--- config.mk ---
export PLATFORM = sky130hd
export DESIGN_NAME = dmem_responder
export DESIGN_NICKNAME = d
export VERILOG_FILES = /design/src/rtl/dmem_pkg.sv /design/src/rtl/dmem_ram_array.sv /design/src/rtl/dmem_responder.sv
export SDC_FILE = /design/constraint.sdc
export NUM_CORES = 2
export LEC_CHECK = 0
export CAP_MARGIN = 5
export CORE_ASPECT_RATIO = 0.9
export CORE_MARGIN = 3
export CORE_UTILIZATION = 50
export CTS_BUF_LIST = sky130_fd_sc_hd__clkbuf_8
export CTS_CLUSTER_DIAMETER = 80
export DETAILED_ROUTE_END_ITERATION = 10
export PLACE_DENSITY = 0.66
export SYNTH_ARGS = -nofsm -noshare
export SYNTH_HDL_FRONTEND = slang
export SYNTH_HIERARCHICAL = 1
export SYNTH_SLANG_ARGS = --single-unit
--- constraint.sdc ---
create_clock -name clk -period 5.32 [get_ports clk]
set_clock_uncertainty 0.15 [all_clocks]
set_input_delay 1.064 -clock clk [delete_from_list [all_inputs] [get_ports clk]]
set_output_delay 1.064 -clock clk [all_outputs]
set_load 0.05 [all_outputs]
--- src/rtl/dmem_pkg.sv ---
// Shared definitions for the data-memory responder: FSM encoding, word geometry
// and the data value returned for stores and rejected accesses.
package dmem_pkg;

    typedef enum logic [1:0] {
        IDLE = 2'd0,
        WAIT = 2'd1,
        RESP = 2'd2
    } dmemState_e;

    localparam int          WORD_BYTES = 4;
    localparam int          ADDR_LSB   = $clog2(WORD_BYTES);
    localparam logic [31:0] ZERO_DATA  = 32'h0;

endpackage

--- src/rtl/dmem_ram_array.sv ---
// Single-port synchronous word RAM. A read returns the word as it was before a
// write that happens on the same edge.
module dmem_ram_array #(
    parameter int DEPTH = 64,
    parameter int AW    = 6
) (
    input  logic          clk,
    input  logic          we,
    input  logic [AW-1:0] addr,
    input  logic [31:0]   wdata,
    output logic [31:0]   rdata
);

    logic [31:0] mem [DEPTH];

    always_ff @(posedge clk) begin
        if (we) begin
            mem[addr] <= wdata;
        end
        rdata <= mem[addr];
    end

endmodule

--- src/rtl/dmem_responder.sv ---
// Memory-side responder for the MEM-stage load/store port with LATENCY wait states.
// Optional misaligned-access rejection is built when DMEM_ALIGN_CHECK_EN is defined.
//
// state | meaning
// IDLE  | ready; a valid request is accepted and the wait counter loaded
// WAIT  | counting down wait states; request held
// RESP  | one-cycle response; RAM was accessed on the edge entering this state
module dmem_responder
    import dmem_pkg::*;
#(
    parameter int DEPTH   = 64,
    parameter int LATENCY = 2,
    parameter int AW      = 6
) (
    input  logic        clk,
    input  logic        reset,
    input  logic        req_valid,
    input  logic        req_we,
    input  logic [31:0] req_addr,
    input  logic [31:0] req_wdata,
    output logic        req_ready,
    output logic        resp_valid,
    output logic [31:0] resp_rdata,
    output logic        resp_err,
    output logic        stall_m
);

    localparam int CW = (LATENCY < 2) ? 1 : $clog2(LATENCY + 1);

    dmemState_e    state;
    logic [CW-1:0] waitCnt;
    logic          capWe;
    logic [AW+1:0] capAddr;
    logic [31:0]   capWdata;
    logic          respZero;
    logic [31:0]   holdData;

    logic          accept;
    logic          goResp;
    logic          accWe;
    logic [AW+1:0] accAddr;
    logic [31:0]   accWdata;
    logic          misaligned;
    logic          ramWe;
    logic [31:0]   ramRdata;
    logic          addrUnused;

    assign accept = (state == IDLE) && req_valid;
    assign goResp = (accept && (LATENCY == 0)) || ((state == WAIT) && (waitCnt == CW'(1)));

    // With zero wait states the RAM is accessed on the accept edge itself,
    // so the live request must reach the RAM before it has been captured.
    assign accWe    = (state == IDLE) ? req_we             : capWe;
    assign accAddr  = (state == IDLE) ? req_addr[AW+1:0]   : capAddr;
    assign accWdata = (state == IDLE) ? req_wdata          : capWdata;

`ifdef DMEM_ALIGN_CHECK_EN
    assign misaligned = (accAddr[ADDR_LSB-1:0] != '0);
`else
    assign misaligned = 1'b0;
`endif

    assign addrUnused = ^{req_addr[31:AW+2], accAddr[ADDR_LSB-1:0]};

    assign ramWe = reset && goResp && accWe && !misaligned;

    dmem_ram_array #(
        .DEPTH (DEPTH),
        .AW    (AW)
    ) u_ram (
        .clk   (clk),
        .we    (ramWe),
        .addr  (accAddr[AW+1:ADDR_LSB]),
        .wdata (accWdata),
        .rdata (ramRdata)
    );

    assign req_ready  = reset && (state == IDLE);
    assign stall_m    = reset && (accept || (state == WAIT));
    assign resp_rdata = (state == RESP) ? (respZero ? ZERO_DATA : ramRdata) : holdData;

    always_ff @(posedge clk) begin
        if (!reset) begin
            state      <= IDLE;
            waitCnt    <= '0;
            resp_valid <= 1'b0;
            resp_err   <= 1'b0;
            respZero   <= 1'b0;
            holdData   <= ZERO_DATA;
        end else begin
            resp_valid <= goResp;
            resp_err   <= goResp && misaligned;
            if (goResp) begin
                respZero <= accWe || misaligned;
            end
            case (state)
                IDLE: begin
                    if (req_valid) begin
                        capWe    <= req_we;
                        capAddr  <= req_addr[AW+1:0];
                        capWdata <= req_wdata;
                        waitCnt  <= CW'(LATENCY);
                        state    <= (LATENCY == 0) ? RESP : WAIT;
                    end
                end
                WAIT: begin
                    waitCnt <= waitCnt - CW'(1);
                    if (waitCnt == CW'(1)) begin
                        state <= RESP;
                    end
                end
                RESP: begin
                    holdData <= resp_rdata;
                    state    <= IDLE;
                end
                default: state <= IDLE;
            endcase
        end
    end

endmodule
==> results_dict.tcl <==
set metrics [dict create \
    core_sq_um 163000 \
    syn_area_sq_um 82400 \
    hold_viol 0 \
    drive_gt1_share_pct 20.4 \
    finalNetCount 4949 \
    path_cells "nand2b_2 > buf_4 > or3b_1 > nand2_1 > clkdlybuf4s50_1" \
    dieArea_sq_um 170000 \
    grt_pass1_wl_um 310000 \
    wire_per_inst_um 29.4 \
    die_x_um 434 \
    fin_setup_tns_ns 0 \
    reg2reg_slack_ns 0.66 \
    crit_end "resp_rdata[28]" \
    vias 45571 \
    antenna_found_initial 7 \
    endpoint_kind "primary output" \
    io_pins 104 \
    reg2reg_depth 10 \
    fill_cells 12156 \
    cts_hold_buf 0 \
    max_cap_viol_count 0 \
    gp_congestion 0.831 \
    numPortBuffers 76 \
    grt_pass1_vias 44535 \
    path_clk_slew_ns 0.07 \
    ys_ff_latch 2157 \
    wl_um 213000 \
    min_path_type "register to register" \
    crit_start "state[0]" \
    cp_slowest_stage_delay_ns 0.79 \
    critical_path.slowest_cell "clkdlybuf4s50_1" \
    crit_fanout 33 \
    setup_viol 0 \
    cts_repair_resize_count 0 \
    synth_ff_type "edfxtp_1" \
    syn_inst 4521 \
    clockBufferDepth 4 \
    rows 140 \
    cts_tree "built" \
    viasPerCell 6.29 \
    fmax_ghz 0.203 \
    slew_viol_final 0 \
    drt_pass1_iterations 6 \
    numClockSinks 2157 \
    crit_type "register to primary output" \
    syn_avg_cell_area_sq_um 18.2 \
    rr_endpoint "u_ram/rdata[8]" \
    fp.dieH_um 391 \
    yosysSeqAreaShare_pct 77.7 \
    cts_inserted_buffers 333 \
    ant_nets 0 \
    startpoint_type "register" \
    syn_nets 4590 \
    layout_common_cells "edfxtp_1, clkbuf_8, mux2i_1, buf_4, a22oi_1" \
    status "complete, no violations" \
    h-tree-depth 5 \
    finalCriticalPeriod_ns 4.92 \
    clk-insertion-delay-late_ns 1.03 \
    drtIter0Drc 5344 \
    post_cts_buffers 0 \
    initial_utilization_pct 50.6 \
    slew_headroom_pct 15.5 \
    grt_max_degree 84 \
    final_common_cell "edfxtp_1" \
    grt.overflow.total 0 \
    required_ns 4.11 \
    pwr_density_cell_nw_per_um2 367 \
    dpl.hpwl_um 127000 \
    synth-edff-count 2087 \
    leakagePower_nw 30.6 \
    yosysWarnings 6 \
    placed_cell_area_sq_um 87600 \
    irDropWorstVdd_mv 0.268 \
    areaGrowthSynthToFinish_pct 13.2 \
    synthArstFlopShare_pct 0 \
    crit_arrival_ns 3.70 \
    drc 0 \
    worst_slew_pin_slew_ns 1.27 \
    stdcell_area_sq_um 93300 \
    grt_usage_pct 25.0 \
    synth_cell_types 67 \
    reg2reg_from "state[1]" \
    min_period_over_period_pct 92.4 \
    rsz0062_at_grt "no" \
    cts_root_buf "clkbuf_8" \
]
==> worst min path at each step <==
stage	from	to	slack [ns]	depth (start not counted)
6_report	holdData[27]	holdData[27]	0.31	2
5_1_grt	holdData[3]	holdData[3]	0.33	2
4_1_cts	holdData[29]	holdData[29]	0.31	2
3_5_place_dp	holdData[29]	holdData[29]	0.30	2
3_3_place_gp	holdData[27]	holdData[27]	0.30	2
2_1_floorplan	holdData[28]	holdData[28]	0.29	2
==> layout make-up <==
cell class | instances | area, sq um | area share [%]
sequential | 2157 | 64100 | 68.7
inverter | 3 | 18.8 | 0.0201
clock buffer | 345 | 4750 | 5.09
timing repair buffer | 341 | 3310 | 3.55
clock inverter | 219 | 942 | 1.01
tap | 2130 | 2670 | 2.86
antenna | 7 | 17.5 | 0.0188
multi-input combinational | 2044 | 17500 | 18.8
==> metal layers <==
layer,part of all wire [%],track usage (%)
met4,2.8,8.07
met5,0,0
met1,41,36.0
met2,48,39.2
met3,8.8,4.31
==> state kept, by name, summed over array words and instances, names as in the netlist <==
| signal | flops |
|---|---|
| holdData | 32 |
| capAddr | 6 |
| respZero | 1 |
| state | 2 |
| u_ram/mem | 2048 |
| resp_valid | 1 |
| waitCnt | 2 |
| u_ram/rdata | 32 |
| capWe | 1 |
| capWdata | 32 |
==> critical path: cells and delay by family (launching register included) <==
kind          cells  cell delay, ns
flops             1            0.39
simple gates      3            1.08
buf+inv           2            1.19
==> synthesized netlist by cell type (all sizes together), types with 66 or more instances <==
cell	n	area [sq um]
a21oi	121	606
a221oi	175	1530
a22o	66	578
a22oi	188	1410
and3	86	538
buf	142	773
clkbuf	175	661
dfxtp	70	1400
edfxtp	2087	62700
mux2	185	2080
mux2i	259	2590
mux4	96	2160
nand2	93	349
nor2	146	548
o21ai	85	425
o22a	70	613
o22ai	94	588
==> cells by family (layout without fill, tap and decap cells) <==
logic type / after synthesis / in the layout / share of synthesized area [%]
buf+inv: 320 / 908 / 1.75
simple gates: 532 / 532 / 3.43
mux: 540 / 540 / 8.30
compound gates: 970 / 970 / 8.75
other cells: 1 / 8 / 0.00455
fa+ha+maj: 1 / 1 / 0.0152
flops: 2157 / 2157 / 77.7
==> power by group <==
part / total (mW) / internal (mW) / leakage, nW / switching (mW)
registers: 19.0 / 18.9 / 19.3 / 0.0770
clock network: 12.2 / 6.10 / 3.31 / 6.08
logic: 3.02 / 0.997 / 7.95 / 2.02
total: 34.2 / 26.0 / 30.6 / 8.18
==> through the flow <==
| step | util, % | power, mW | hold WS [ns] | worst slack (ns) | cells |
|---|---|---|---|---|---|
| CTS | 57.3 | 34.4 | 0.310 | 0.333 | 7239 |
| global placement | 53.8 | 22.3 | 0.297 | 0.469 | 6675 |
| global route | 57.3 | 35.4 | 0.329 | 0.215 | 7243 |
| floorplan | - | 21.1 | 0.289 | 0.612 | 4521 |
| detailed placement | 53.8 | 22.4 | 0.301 | 0.387 | 6675 |
| finish | 57.3 | 34.2 | 0.308 | 0.402 | 7246 |
No activity file was read; power rests on OpenSTA's default activity.
